--- config.mk ---
export PLATFORM = sky130hd
export DESIGN_NAME = com_adc_capture_ctrl_flat
export DESIGN_NICKNAME = d
export VERILOG_FILES = /design/src/rtl/com_adc_capture_ctrl_if.sv /design/src/rtl/com_adc_capture_ctrl.sv /design/src/flat_wrapper.sv
export SDC_FILE = /design/constraint.sdc
export NUM_CORES = 1
export LEC_CHECK = 0
export BUFFER_PORTS_ARGS = -buffer_cell sky130_fd_sc_hd__buf_2
export CAP_MARGIN = 20
export CORE_MARGIN = 2
export CORE_UTILIZATION = 45
export CTS_CLUSTER_DIAMETER = 80
export CTS_CLUSTER_SIZE = 16
export DETAILED_ROUTE_END_ITERATION = 8
export HOLD_SLACK_MARGIN = 0.02
export PLACE_DENSITY = 0.69
export SETUP_SLACK_MARGIN = 0.2
export SLEW_MARGIN = 20
export SYNTH_ARGS = -nofsm -noshare
export SYNTH_HDL_FRONTEND = slang
export SYNTH_SLANG_ARGS = --single-unit
--- constraint.sdc ---
create_clock -name clock -period 6.9 [get_ports clock]
set_input_delay 1.38 -clock clock [delete_from_list [all_inputs] [get_ports clock]]
set_output_delay 1.38 -clock clock [all_outputs]
set_load 0.005 [all_outputs]
--- src/rtl/com_adc_capture_ctrl_if.sv ---
// Bundle of control, readout and sample-RAM port signals for the com ADC capture sequencer.
// slave is the sequencer's view; master is the view of whatever drives it and hosts the RAM.
interface com_adc_capture_ctrl_if #(
    parameter int unsigned ADDR_W = 9,
    parameter int unsigned ADC_W  = 10,
    parameter int unsigned DATA_W = 16
);
    logic              arm;
    logic              abort;
    logic              force_trig;
    logic              adc_valid;
    logic [ADC_W-1:0]  adc_data;
    logic [ADC_W-1:0]  threshold;
    logic [ADDR_W-1:0] post_len;
    logic              busy;
    logic              done;
    logic [ADDR_W-1:0] trig_addr;
    logic              rd_req;
    logic [ADDR_W-1:0] rd_idx;
    logic              rd_valid;
    logic [DATA_W-1:0] rd_data;
    logic [DATA_W-1:0] mem_data;
    logic [ADDR_W-1:0] mem_wraddress;
    logic              mem_wren;
    logic [ADDR_W-1:0] mem_rdaddress;
    logic              mem_rden;
    logic [DATA_W-1:0] mem_q;

    modport master (
        output arm, abort, force_trig, adc_valid, adc_data, threshold, post_len,
        output rd_req, rd_idx, mem_q,
        input  busy, done, trig_addr, rd_valid, rd_data,
        input  mem_data, mem_wraddress, mem_wren, mem_rdaddress, mem_rden
    );

    modport slave (
        input  arm, abort, force_trig, adc_valid, adc_data, threshold, post_len,
        input  rd_req, rd_idx, mem_q,
        output busy, done, trig_addr, rd_valid, rd_data,
        output mem_data, mem_wraddress, mem_wren, mem_rdaddress, mem_rden
    );
endinterface

--- src/rtl/com_adc_capture_ctrl.sv ---
// Circular-buffer capture of the com ADC stream into the 512x16 sample RAM with threshold or
// forced trigger, programmable post-trigger length, and oldest-relative pipelined readback.
module com_adc_capture_ctrl #(
    parameter int unsigned ADDR_W = 9,
    parameter int unsigned ADC_W  = 10
) (
    input logic                   clock,
    input logic                   reset_n,
    com_adc_capture_ctrl_if.slave io_bus
);
    localparam int unsigned        DATA_W   = 16;
    localparam logic [ADDR_W-1:0] LAST_IDX = '1;

    typedef enum logic [2:0] {
        S_IDLE,
        S_FILL,
        S_ARMED_WAIT,
        S_POST,
        S_DONE
    } state_e;

    state_e              r_state;
    state_e              w_state_nx;

    logic [ADDR_W-1:0]   r_wr_ptr;
    logic [ADC_W-1:0]    r_prev;
    logic [ADDR_W-1:0]   r_post_len;
    logic [ADDR_W-1:0]   r_fill_cnt;
    logic [ADDR_W-1:0]   r_post_cnt;
    logic                r_force_pend;
    logic [ADDR_W-1:0]   r_trig_addr;
    logic                r_busy;
    logic                r_done;
    logic                r_mem_wren;
    logic [ADDR_W-1:0]   r_mem_wraddress;
    logic [DATA_W-1:0]   r_mem_data;
    logic                r_mem_rden;
    logic [ADDR_W-1:0]   r_mem_rdaddress;
    logic                r_rd_pend;
    logic                r_rd_valid;
    logic [DATA_W-1:0]   r_rd_data;

    logic                w_writing;
    logic                w_wr;
    logic                w_cross;
    logic                w_trig_hit;
    logic                w_arm_ok;
    logic                w_rd_ok;
    logic [ADDR_W-1:0]   w_pre_len;
    logic                w_fill_last;
    logic                w_post_last;

    // State register
    always_ff @(posedge clock or negedge reset_n) begin
        if (!reset_n) begin
            r_state <= S_IDLE;
        end else begin
            r_state <= w_state_nx;
        end
    end

    // Next-state and per-cycle qualifiers; abort overrides everything
    always_comb begin
        w_state_nx  = r_state;
        w_writing   = (r_state == S_FILL) || (r_state == S_ARMED_WAIT) || (r_state == S_POST);
        w_wr        = w_writing && io_bus.adc_valid && !io_bus.abort;
        w_cross     = (r_prev < io_bus.threshold) && (io_bus.adc_data >= io_bus.threshold);
        w_trig_hit  = (r_state == S_ARMED_WAIT) && w_wr &&
                      (w_cross || io_bus.force_trig || r_force_pend);
        w_arm_ok    = io_bus.arm && !io_bus.abort && ((r_state == S_IDLE) || (r_state == S_DONE));
        w_rd_ok     = io_bus.rd_req && (r_state == S_DONE) && !io_bus.arm && !io_bus.abort;
        w_pre_len   = LAST_IDX - r_post_len;
        w_fill_last = w_wr && ((r_fill_cnt + ADDR_W'(1)) == w_pre_len);
        w_post_last = w_wr && ((r_post_cnt + ADDR_W'(1)) == r_post_len);

        if (io_bus.abort) begin
            w_state_nx = S_IDLE;
        end else begin
            case (r_state)
                S_IDLE, S_DONE: begin
                    if (w_arm_ok) begin
                        w_state_nx = (io_bus.post_len == LAST_IDX) ? S_ARMED_WAIT : S_FILL;
                    end
                end
                S_FILL: begin
                    if (w_fill_last) w_state_nx = S_ARMED_WAIT;
                end
                S_ARMED_WAIT: begin
                    if (w_trig_hit) w_state_nx = (r_post_len == '0) ? S_DONE : S_POST;
                end
                S_POST: begin
                    if (w_post_last) w_state_nx = S_DONE;
                end
                default: w_state_nx = S_IDLE;
            endcase
        end
    end

    // Write port, capture bookkeeping and the two-stage read pipeline
    always_ff @(posedge clock or negedge reset_n) begin
        if (!reset_n) begin
            r_wr_ptr        <= '0;
            r_prev          <= '1;
            r_post_len      <= '0;
            r_fill_cnt      <= '0;
            r_post_cnt      <= '0;
            r_force_pend    <= 1'b0;
            r_trig_addr     <= '0;
            r_busy          <= 1'b0;
            r_done          <= 1'b0;
            r_mem_wren      <= 1'b0;
            r_mem_wraddress <= '0;
            r_mem_data      <= '0;
            r_mem_rden      <= 1'b0;
            r_mem_rdaddress <= '0;
            r_rd_pend       <= 1'b0;
            r_rd_valid      <= 1'b0;
            r_rd_data       <= '0;
        end else begin
            r_busy     <= (w_state_nx == S_FILL) || (w_state_nx == S_ARMED_WAIT) ||
                          (w_state_nx == S_POST);
            r_done     <= (w_state_nx == S_DONE);
            r_mem_wren <= w_wr;

            if (w_wr) begin
                r_mem_wraddress <= r_wr_ptr;
                r_mem_data      <= {w_trig_hit, {(DATA_W-1-ADC_W){1'b0}}, io_bus.adc_data};
                r_wr_ptr        <= r_wr_ptr + ADDR_W'(1);
                r_prev          <= io_bus.adc_data;
            end
            if (w_wr && (r_state == S_FILL)) r_fill_cnt <= r_fill_cnt + ADDR_W'(1);
            if (w_wr && (r_state == S_POST)) r_post_cnt <= r_post_cnt + ADDR_W'(1);

            // A force without a sample is remembered so the next valid sample becomes the trigger
            if (w_trig_hit) begin
                r_trig_addr  <= r_wr_ptr;
                r_post_cnt   <= '0;
                r_force_pend <= 1'b0;
            end else if ((r_state == S_ARMED_WAIT) && io_bus.force_trig && !io_bus.abort) begin
                r_force_pend <= 1'b1;
            end

            if (w_arm_ok) begin
                r_post_len   <= io_bus.post_len;
                r_fill_cnt   <= '0;
                r_prev       <= '1;
                r_force_pend <= 1'b0;
            end
            if (io_bus.abort) r_force_pend <= 1'b0;

            r_mem_rden <= w_rd_ok;
            if (w_rd_ok) begin
                r_mem_rdaddress <= r_trig_addr + r_post_len + ADDR_W'(1) + io_bus.rd_idx;
            end
            r_rd_pend  <= r_mem_rden && !io_bus.abort;
            r_rd_valid <= r_rd_pend && !io_bus.abort;
            if (r_rd_pend && !io_bus.abort) r_rd_data <= io_bus.mem_q;
        end
    end

    assign io_bus.busy          = r_busy;
    assign io_bus.done          = r_done;
    assign io_bus.trig_addr     = r_trig_addr;
    assign io_bus.rd_valid      = r_rd_valid;
    assign io_bus.rd_data       = r_rd_data;
    assign io_bus.mem_data      = r_mem_data;
    assign io_bus.mem_wraddress = r_mem_wraddress;
    assign io_bus.mem_wren      = r_mem_wren;
    assign io_bus.mem_rdaddress = r_mem_rdaddress;
    assign io_bus.mem_rden      = r_mem_rden;

endmodule

--- src/flat_wrapper.sv ---
// flat-port wrapper written by rule: the top's interface ports become plain ports
module com_adc_capture_ctrl_flat 
#(
    parameter int unsigned ADDR_W = 9,
    parameter int unsigned ADC_W  = 10
)
  (clock, reset_n, io_bus_arm, io_bus_abort, io_bus_force_trig, io_bus_adc_valid, io_bus_adc_data, io_bus_threshold, io_bus_post_len, io_bus_rd_req, io_bus_rd_idx, io_bus_mem_q, io_bus_busy, io_bus_done, io_bus_trig_addr, io_bus_rd_valid, io_bus_rd_data, io_bus_mem_data, io_bus_mem_wraddress, io_bus_mem_wren, io_bus_mem_rdaddress, io_bus_mem_rden);
  com_adc_capture_ctrl_if #(.ADDR_W(ADDR_W), .ADC_W(ADC_W)) io_bus_i ();
  input logic clock;
  input logic reset_n;
  input wire logic [$bits(io_bus_i.arm)-1:0] io_bus_arm;
  input wire logic [$bits(io_bus_i.abort)-1:0] io_bus_abort;
  input wire logic [$bits(io_bus_i.force_trig)-1:0] io_bus_force_trig;
  input wire logic [$bits(io_bus_i.adc_valid)-1:0] io_bus_adc_valid;
  input wire logic [$bits(io_bus_i.adc_data)-1:0] io_bus_adc_data;
  input wire logic [$bits(io_bus_i.threshold)-1:0] io_bus_threshold;
  input wire logic [$bits(io_bus_i.post_len)-1:0] io_bus_post_len;
  input wire logic [$bits(io_bus_i.rd_req)-1:0] io_bus_rd_req;
  input wire logic [$bits(io_bus_i.rd_idx)-1:0] io_bus_rd_idx;
  input wire logic [$bits(io_bus_i.mem_q)-1:0] io_bus_mem_q;
  output wire logic [$bits(io_bus_i.busy)-1:0] io_bus_busy;
  output wire logic [$bits(io_bus_i.done)-1:0] io_bus_done;
  output wire logic [$bits(io_bus_i.trig_addr)-1:0] io_bus_trig_addr;
  output wire logic [$bits(io_bus_i.rd_valid)-1:0] io_bus_rd_valid;
  output wire logic [$bits(io_bus_i.rd_data)-1:0] io_bus_rd_data;
  output wire logic [$bits(io_bus_i.mem_data)-1:0] io_bus_mem_data;
  output wire logic [$bits(io_bus_i.mem_wraddress)-1:0] io_bus_mem_wraddress;
  output wire logic [$bits(io_bus_i.mem_wren)-1:0] io_bus_mem_wren;
  output wire logic [$bits(io_bus_i.mem_rdaddress)-1:0] io_bus_mem_rdaddress;
  output wire logic [$bits(io_bus_i.mem_rden)-1:0] io_bus_mem_rden;
  assign io_bus_i.arm = io_bus_arm;
  assign io_bus_i.abort = io_bus_abort;
  assign io_bus_i.force_trig = io_bus_force_trig;
  assign io_bus_i.adc_valid = io_bus_adc_valid;
  assign io_bus_i.adc_data = io_bus_adc_data;
  assign io_bus_i.threshold = io_bus_threshold;
  assign io_bus_i.post_len = io_bus_post_len;
  assign io_bus_i.rd_req = io_bus_rd_req;
  assign io_bus_i.rd_idx = io_bus_rd_idx;
  assign io_bus_i.mem_q = io_bus_mem_q;
  assign io_bus_busy = io_bus_i.busy;
  assign io_bus_done = io_bus_i.done;
  assign io_bus_trig_addr = io_bus_i.trig_addr;
  assign io_bus_rd_valid = io_bus_i.rd_valid;
  assign io_bus_rd_data = io_bus_i.rd_data;
  assign io_bus_mem_data = io_bus_i.mem_data;
  assign io_bus_mem_wraddress = io_bus_i.mem_wraddress;
  assign io_bus_mem_wren = io_bus_i.mem_wren;
  assign io_bus_mem_rdaddress = io_bus_i.mem_rdaddress;
  assign io_bus_mem_rden = io_bus_i.mem_rden;
  com_adc_capture_ctrl #(.ADDR_W(ADDR_W), .ADC_W(ADC_W)) u_core (.clock(clock), .reset_n(reset_n), .io_bus(io_bus_i));
endmodule
==> impl_results.md <==
- Status: finished, final reports clean
- Fmax: 0.266 GHz
- Synthesis-stage register bit count: between 100 and 150
- Synth Instances: 595
- Final ANT Viol Nets: 0
- Critical Path RT: 7.11 ns
- Layout net count: 805
- Vias in the first global route: 4503
- Synth top area share: 0.431
- Total Power: 1.68 mW
- Top_reg_cell synth: dfrtp_1
- Filler cells: approximately 1200
- Num CTS Buffers: 9
- Worst Setup Path Type: in -> reg
- Post-Route Skew: 0.00885 ns
- Vias/cell: 5.15
- Worst Path Max Fanout: 35
- First-pass GRT wire length: 21900 um
- Setup TNS: 0 ns
- Post-synthesis simple-gate area fraction: 0.179
- Layout cells sized above 1: 0.251
- XOR/XNOR Fraction of Synth Area: 0.0770
- Crit path arrival time: 3.96 ns
- Tot GR Track Use: 0.194
- Port buffer count: 119
- Cell Rows: 41
- Die height: 118 um
- # hold bufs at CTS: 0
- Post-CTS sizing: 0
- Startpoint types: input port
- Half-perimeter wire length after placement: between 9000 and 10000 um
- Postcts setup bufs: 0
- Tightest Pin Transition: 0.803 ns
- Area leader, netlist: dfrtp_1
- CTS Sinks: 110
- Max-cap viol count: 0
- Mapped Area: 5800 um2
- Pleak: 3.60 nW
- Clock Path Buffers: 2
- Final core utilization: 0.543
- Final setup viols: 0
- Final instance area: slightly below 7000 um2
- Via count: 4542
- Final Cycle Share: 0.544
- CTS tree: done
- Largest family of logic cells by synthesized area: simple AND/OR/NAND/NOR gates
- Cell variety after synth: 51
- Die Width: 118 um
- Yosys warns: 0
- Remaining Overflow, GRT: 0
- Die area: between 10000 and 15000 um2
- Clk slew on worst S/H paths: 0.07 ns
- Post-DP Area: roughly 6500 um2
- EDFF count, synth: 0
- Worst Hold Class: reg -> reg
- Htree depth: 3
- List of most frequent post-synthesis cells: nand2_1 (142), dfrtp_1 (100), nor2_1 (33), xnor2_1 (33), ha_1 (31)
- Sequential area share after synthesis: 0.477
- DRC Markers: 0
- Final-report hold violation count: 0
- CORE AREA: 12600 um2
- IO Pins: 125
- Avg Inst Size Synth: 9.75 um2
- Most frequent cell after synthesis: nand2_1
- Crit. End Element: register
- Clock Tree Root: clkbuf_16
- Synth async-reset ratio: 1.00
- Max-slew violations: 0
- Mux cell area share after synthesis: 0.0483
- Fin crit period: between 3 and 4 ns
- Routed WL: around 13000 um
- Power density cells: 245 nW/um2
- Largest net degree at the start of global routing: 85
- Synth-to-layout area growth: 18.2%
- Worst vdd ir: 0.109 mV
- Adder-cell area share of the yosys netlist: 0.0945
- Diode count: 0
- Starting Density: 0.460
- Iter 0 DRT Violations: 318
- Worst-Skew Late Latency: ~0.35 ns
- RSZ-0062 raised after global routing: false
- Initial antenna violation count: 0
- Slew HR: 0.462
- DR pass1 iterations: 4
- Synth Area in Compound Gates: 0.0846
- Placer Congestion: 0.959
- Synth top area cells: dfrtp_1 (43%), nand2_1 (9.2%), ha_1 (6.7%)
- Average routed wire per standard cell: ~15 um
-- power by group --
group	total [mW]	switching, mW	leakage, nW	internal, mW
clock network	0.561	0.237	0.157	0.324
registers	0.795	0.0767	1.46	0.718
logic	0.322	0.169	1.99	0.153
total	1.68	0.483	3.60	1.19
-- sequential cells by signal, summed over array words and instances (netlist names), 3 cells and up --
signal,flops
u_core.io_bus.mem_wraddress,9
u_core.io_bus.mem_rdaddress,9
u_core.r_prev,10
u_core.io_bus.mem_data,11
u_core.r_fill_cnt,9
u_core.r_wr_ptr,9
u_core.r_post_cnt,9
u_core.r_post_len,9
u_core.io_bus.rd_data,16
u_core.io_bus.trig_addr,9
u_core.r_state,3
-- routing by layer --
| layer | track usage | vias up | share of wire |
|---|---|---|---|
| met5 | 0 | - | 0 |
| li1 | - | 2200 | - |
| met4 | 0.0761 | 0 | 0.022 |
| met2 | 0.304 | 155 | 0.45 |
| met1 | 0.264 | 2170 | 0.47 |
| met3 | 0.0431 | 17 | 0.059 |
-- worst paths after layout --
check	start	endpoint	slack, ns	cells past startpoint
worst min-delay path	u_core.io_bus.mem_data[0]	u_core.io_bus.mem_data[0]	0.48	2
worst max register to register	u_core.r_state[0]	u_core.io_bus.busy	3.79	9
worst min register to register	u_core.io_bus.mem_data[0]	u_core.io_bus.mem_data[0]	0.48	2
min in group asynchronous	reset_n	u_core.io_bus.rd_data[3]	0.93	1
max in group asynchronous	reset_n	u_core.r_state[1]	4.92	2
worst max-delay path	io_bus_abort	u_core.io_bus.busy	3.14	10
-- worst max-delay path, stage by stage --
cell,delay [ns]
buf_2,0.17
nand2b_1,0.17
or3_1,0.30
buf_4,0.26
inv_1,0.62
nand4_1,0.16
nor4_1,0.42
nor2_1,0.12
nor3b_2,0.21
a41oi_1,0.13
-- metrics by stage --
stage	hold WS, ns	std cells	worst slack [ns]
floorplan	0.461	599	3.24
detailed placement	0.459	866	2.88
finish	0.476	882	3.14
CTS	0.480	882	3.15
global route	0.499	882	2.95
global placement	0.460	866	2.98
-- cell families after synthesis --
group,after synthesis
xor+xnor,51
mux,25
flops,110
fa+ha+maj,39
buf+inv,52
simple gates,236
other cells,1
compound gates,81
-- layout by cell type (no fill, tap or decap), types with 4 or more instances in the layout --
master / count
a21o_1: 7
ha_1: 31
conb_1: 5
nand2b_1: 7
xnor2_1: 33
xor2_1: 18
nor3_1: 6
nand3_1: 13
and3_1: 6
clkbuf_16: 9
nand4_1: 7
buf_2: 118
dfstp_2: 10
nand2_1: 142
fa_1: 8
nor2b_1: 4
buf_4: 4
mux2_2: 24
a21oi_1: 23
dfrtp_1: 100
a31oi_1: 4
nor2_1: 33
inv_1: 24
o21ai_0: 27
-- cell type report --
class	instances	area, um2	area share
Multi-Input combinational cell	437	2830	0.413
Clock inverter	5	88.8	0.0130
Inverter	24	90.1	0.0131
Timing Repair Buffer	123	632	0.0922
Tap cell	172	215	0.0314
Clock buffer	11	233	0.0340
Sequential cell	110	2770	0.403
(Power assumes the default switching activity.)
